`src/rtl/uart_rx_fifo_mem.sv`:
```
// Storage for the UART receive FIFO: one synchronous write port, one asynchronous read port.
// Kept separate so it can be swapped for a distributed-RAM primitive.
module uart_rx_fifo_mem #(
    parameter int DEPTH_LOG2 = 4,
    parameter int DATA_WIDTH = 8
) (
    input  logic                  clk,
    input  logic                  we,
    input  logic [DEPTH_LOG2-1:0] waddr,
    input  logic [DATA_WIDTH-1:0] wdata,
    input  logic [DEPTH_LOG2-1:0] raddr,
    output logic [DATA_WIDTH-1:0] rdata
);

    localparam int DEPTH = 1 << DEPTH_LOG2;

    // Contents are intentionally not reset; the control logic never exposes stale entries.
    logic [DATA_WIDTH-1:0] mem [DEPTH];

    always_ff @(posedge clk) begin
        if (we) begin
            mem[waddr] <= wdata;
        end
    end

    assign rdata = mem[raddr];

endmodule

```
`src/rtl/uart_rx_fifo.sv`:
```
// Receive-side byte buffer behind the UART receiver: circular FIFO with a
// first-word-fall-through valid/ready output and a sticky overrun flag.
module uart_rx_fifo #(
    parameter int DEPTH_LOG2 = 4,
    parameter int DATA_WIDTH = 8
) (
    input  logic                  clk,
    input  logic                  rst_n,
    input  logic [DATA_WIDTH-1:0] in_data,
    input  logic                  in_valid,
    output logic [DATA_WIDTH-1:0] out_data,
    output logic                  out_valid,
    input  logic                  out_ready,
    output logic [DEPTH_LOG2:0]   count,
    output logic                  full,
    output logic                  overrun,
    input  logic                  clear_overrun
);

    localparam int DEPTH = 1 << DEPTH_LOG2;
    localparam logic [DEPTH_LOG2:0] COUNT_FULL = (DEPTH_LOG2 + 1)'(DEPTH);

    logic [DEPTH_LOG2-1:0] wptr;
    logic [DEPTH_LOG2-1:0] rptr;
    logic [DEPTH_LOG2:0]   count_q;
    logic                  overrun_q;
    logic                  push;
    logic                  pop;
    logic                  drop;

    assign out_valid = (count_q != '0);
    assign full      = (count_q == COUNT_FULL);
    assign count     = count_q;
    assign overrun   = overrun_q;

    // A full FIFO that is popped this cycle still has room for the incoming byte.
    assign pop  = out_valid & out_ready;
    assign push = in_valid & (~full | pop);
    assign drop = in_valid & full & ~pop;

    uart_rx_fifo_mem #(
        .DEPTH_LOG2 (DEPTH_LOG2),
        .DATA_WIDTH (DATA_WIDTH)
    ) u_mem (
        .clk   (clk),
        .we    (push),
        .waddr (wptr),
        .wdata (in_data),
        .raddr (rptr),
        .rdata (out_data)
    );

    always_ff @(posedge clk or negedge rst_n) begin
        if (!rst_n) begin
            wptr      <= '0;
            rptr      <= '0;
            count_q   <= '0;
            overrun_q <= 1'b0;
        end else begin
            if (push) begin
                wptr <= wptr + 1'b1;
            end
            if (pop) begin
                rptr <= rptr + 1'b1;
            end
            case ({push, pop})
                2'b10:   count_q <= count_q + 1'b1;
                2'b01:   count_q <= count_q - 1'b1;
                default: count_q <= count_q;
            endcase
            // Set has priority over clear so a drop is never lost.
            if (drop) begin
                overrun_q <= 1'b1;
            end else if (clear_overrun) begin
                overrun_q <= 1'b0;
            end
        end
    end

endmodule

```
`config.mk`:
```
export PLATFORM = sky130hd
export DESIGN_NAME = uart_rx_fifo
export DESIGN_NICKNAME = d
export VERILOG_FILES = /design/src/rtl/uart_rx_fifo_mem.sv /design/src/rtl/uart_rx_fifo.sv
export SDC_FILE = /design/constraint.sdc
export NUM_CORES = 1
export LEC_CHECK = 0
export ABC_AREA = 1
export CAP_MARGIN = 30
export CORE_ASPECT_RATIO = 0.7
export CORE_MARGIN = 4
export CORE_UTILIZATION = 50
export CTS_BUF_LIST = sky130_fd_sc_hd__clkbuf_8
export DETAILED_ROUTE_END_ITERATION = 7
export PLACE_DENSITY = 0.81
export SKIP_CTS_REPAIR_TIMING = 1
export SYNTH_ARGS = -nofsm -noshare
export SYNTH_HDL_FRONTEND = slang
export SYNTH_SLANG_ARGS = --single-unit
```
`constraint.sdc`:
```
create_clock -name clk -period 1.67 [get_ports clk]
set_input_delay 0.4175 -clock clk [delete_from_list [all_inputs] [get_ports clk]]
set_output_delay 0.4175 -clock clk [all_outputs]
set_load 0.02 [all_outputs]
```
==> impl_metrics.env <==
export IMPL_clk_insertion_delay_late_ns=0.45
export IMPL_finalCritPeriodShare_pct=150.0
export IMPL_overflow=0
export IMPL_vdd_ir_drop_worst_uv=1144
export IMPL_final_core_utilization_pct=67.06
export IMPL_main_combinational_cell_family_by_area_after_synthesis="simple AND/OR/NAND/NOR gates"
export IMPL_setup_viol_count_final=143
export IMPL_grt_pass1_wl_um=22180
export IMPL_share_of_yosys_cell_area_claimed_by_the_top_area_cell_type_pct=63.97
export IMPL_area_growth_synth_to_final_pct=30.88
export IMPL_routed_wl_met2_um=7865
export IMPL_placed_area_sq_um=7069
export IMPL_nNetsFinal=597
export IMPL_max_clock_freq_ghz=0.3993
export IMPL_std_cell_rows=33
export IMPL_worst_setup_path_start_kind="flip-flop"
export IMPL_postSynthRegisterBits=142
export IMPL_critical_path_arrival_ns=2.09
export IMPL_power_density_cell_area_nw_per_um2=1809
export IMPL_asyncSetResetFlopFracSynth_pct=9.859
export IMPL_finClkSkew_ns=0.01356
export IMPL_synth_lib_cells_used_distinct=31
export IMPL_crit_path_max_fanout=7
export IMPL_synth_edf_count=128
export IMPL_wl_um=16200
export IMPL_cts_root_buffer_cell="sky130_fd_sc_hd__clkbuf_8"
export IMPL_hold_violations=0
export IMPL_port_buffers=28
export IMPL_first_global_vias=4154
export IMPL_min_path_type="primary input to asynchronous set/reset pin"
export IMPL_unrepaired_setup_endpoints_after_global_routing="true"
export IMPL_die_height_um=99.72
export IMPL_path_clk_slew_ns=0.09
export IMPL_post_synthesis_mean_instance_area_sq_um=12.52
export IMPL_grt_usage_pct=21.28
export IMPL_num_vias=4367
export IMPL_routedWlPerCell_um=21.74
export IMPL_worst_setup_path_type="flip-flop to primary output"
export IMPL_initial_core_util_pct=51.24
export IMPL_final_critical_path_setup_slack_ns=-0.8344
export IMPL_clk_path_buf_depth=2
export IMPL_drv_slew=0
export IMPL_timing_max_slew_rel_slack_pct=66.18
export IMPL_syn_cell_area_sq_um=6008
export IMPL_routed_wl_met3_um=1480
export IMPL_finish_instance_area_sq_um=7864
export IMPL_dpl_hpwl_um=9482
export IMPL_yosys_area_top_type="sky130_fd_sc_hd__edfxtp_1"
export IMPL_synth_seq_area_share_pct=69.80
export IMPL_maxUsedRoutingLayer="met4"
export IMPL_synthFlopType="sky130_fd_sc_hd__edfxtp_1"
export IMPL_synth_simple_gate_area_share_pct=11.66
export IMPL_finalCriticalPeriod_ns=2.504
export IMPL_detail_route_vias_per_cell=5.862
export IMPL_detailedRoute_firstPassIterationCount=6
export IMPL_run_status="finished with violations"
export IMPL_final_layout_size_suffix_gt1_share_pct=32.48
export IMPL_post_route_drc_count=0
export IMPL_power_total_mw=14.23
export IMPL_cellLeakagePower_nw=2.797
export IMPL_top_area_cells_in_the_synthesized_netlist="sky130_fd_sc_hd__edfxtp_1 64%, sky130_fd_sc_hd__nor2_1 6.3%, sky130_fd_sc_hd__dfrtp_1 5.8%"
export IMPL_htree_num_levels=4
export IMPL_mux_contribution_to_synthesized_area_pct=0
export IMPL_failed_checks="setup timing"
export IMPL_post_synth_fa_ha_maj_area_fraction_pct=1.999
export IMPL_fp_coreArea_sq_um=11730
export IMPL_grt_start_max_net_pins=35
export IMPL_tightestPinTransition_ns=0.5058
export IMPL_numClockSinks=142
export IMPL_postRouteAntennaNets=0
export IMPL_synth_most_common_cell="sky130_fd_sc_hd__edfxtp_1"
export IMPL_diodes=0
export IMPL_fillerInstances=801
export IMPL_xor_and_xnor_fraction_of_the_mapped_netlist_area_pct=1.437
export IMPL_synth_top_cells_by_count="128 x sky130_fd_sc_hd__edfxtp_1, 101 x sky130_fd_sc_hd__nor2_1, 65 x sky130_fd_sc_hd__o21ai_0"
export IMPL_grt_antenna_before_repair=0
export IMPL_synth_warning_count=0
export IMPL_top_level_ports=29
export IMPL_synth_fp_nets=502
export IMPL_compound_gate_portion_of_the_synthesized_area_pct=10.87
export IMPL_worst_endpoint_required_ns=1.25
export IMPL_die_area_sq_um=13860
export IMPL_routed_metal_1_wire_length_um=6550
export IMPL_tritoncts="done"
export IMPL_finalWeightedCongestion=0.8407
export IMPL_critical_path_endpoint_type="primary output"
export IMPL_die_width_um=139.0
export IMPL_drtIter0Drc=402
export IMPL_cts_inserted_buffers=17
export IMPL_syn_inst=480
export IMPL_max_cap_violations=0
==> through the flow <==
stage	TNS (ns)	setup WS (ns)	instances	hold slack, ns
2_1_floorplan	-0.4330	-0.2047	480	0.1219
6_report	-26.86	-0.8344	745	0.2792
4_1_cts	-26.04	-1.185	735	0.2653
5_1_grt	-36.22	-0.9226	745	0.2831
3_5_place_dp	-57.85	-0.6843	703	0.5292
3_3_place_gp	-52.13	-0.6469	703	0.5171
==> final timing paths <==
check | depth (start not counted) | startpoint | slack [ns] | to
min reg2reg | 2 | overrun$_DFFE_PN0P_ | 0.59 | overrun$_DFFE_PN0P_
min in group clk | 2 | clear_overrun | 0.57 | overrun$_DFFE_PN0P_
max | 9 | rptr[0]$_DFFE_PN0N_ | -0.83 | out_data[6]
max in group asynchronous | 2 | rst_n | 1.18 | rptr[0]$_DFFE_PN0N_
min | 2 | rst_n | 0.28 | wptr[0]$_DFFE_PN0P_
max reg2reg | 14 | count[1]$_DFFE_PN0P_ | -0.24 | count[4]$_DFFE_PN0P_
==> placed cells by master, fill, tap and decap left out, types with 6 or more instances in the layout <==
master and n:
sky130_fd_sc_hd__a21oi_1 9, sky130_fd_sc_hd__buf_4 47, sky130_fd_sc_hd__buf_6 20, sky130_fd_sc_hd__clkbuf_8 17, sky130_fd_sc_hd__clkdlybuf4s50_1 12, sky130_fd_sc_hd__dfrtp_1 8, sky130_fd_sc_hd__dfrtp_2 6, sky130_fd_sc_hd__edfxtp_1 128
sky130_fd_sc_hd__ha_1 6, sky130_fd_sc_hd__inv_1 19, sky130_fd_sc_hd__nand2_1 18, sky130_fd_sc_hd__nand3_1 18, sky130_fd_sc_hd__nor2_1 69, sky130_fd_sc_hd__nor2_2 14, sky130_fd_sc_hd__nor2_4 20, sky130_fd_sc_hd__o211ai_1 32
sky130_fd_sc_hd__o21ai_0 44, sky130_fd_sc_hd__o21ai_1 20, sky130_fd_sc_hd__xor2_1 7
==> area by class of cell <==
cell class / count / area, sq um / area share (%)
timing repair buffer: 101 / 1049 / 13.33
clock buffer: 17 / 234.0 / 2.975
multi-input combinational: 288 / 1884 / 23.96
tap: 157 / 196.4 / 2.498
clock inverter: 15 / 185.2 / 2.355
inverter: 25 / 113.9 / 1.448
sequential: 142 / 4202 / 53.43
==> cells by family after synthesis <==
family / Yosys count
AND/OR/NAND/NOR: 157
flip-flops: 142
buffers and inverters: 50
AO/OA/AOI/OAI: 113
adder cells (fa/ha/maj): 9
XOR/XNOR: 9
==> metal layers <==
metal	vias up	GRT usage, %
met5	-	0
met3	34	4.757
met2	265	33.05
li1	1911	-
met4	0	8.271
met1	2157	29.68
==> sequential cells by signal, summed over array words and instances, names as in the netlist <==
signal     count
count          5
overrun        1
rptr           4
u_mem.mem    128
wptr           4
==> worst max-delay path, cell delays in order, from the launching register on <==
cell	delay (ns)
sky130_fd_sc_hd__dfrtp_2	0.50
sky130_fd_sc_hd__clkinv_4	0.18
sky130_fd_sc_hd__buf_12	0.19
sky130_fd_sc_hd__nor2_1	0.10
sky130_fd_sc_hd__nor2_1	0.05
sky130_fd_sc_hd__o21ai_0	0.10
sky130_fd_sc_hd__o211ai_1	0.16
sky130_fd_sc_hd__nand3_1	0.13
sky130_fd_sc_hd__nand2_1	0.09
sky130_fd_sc_hd__buf_6	0.14
==> power breakdown <==
group          switching [mW]  leakage (nW)  internal, mW
logic                    3.93          1.27          2.77
clock network            1.41         0.207          1.50
registers               0.280          1.32          4.35
No activity file was read; power rests on OpenSTA's default activity.
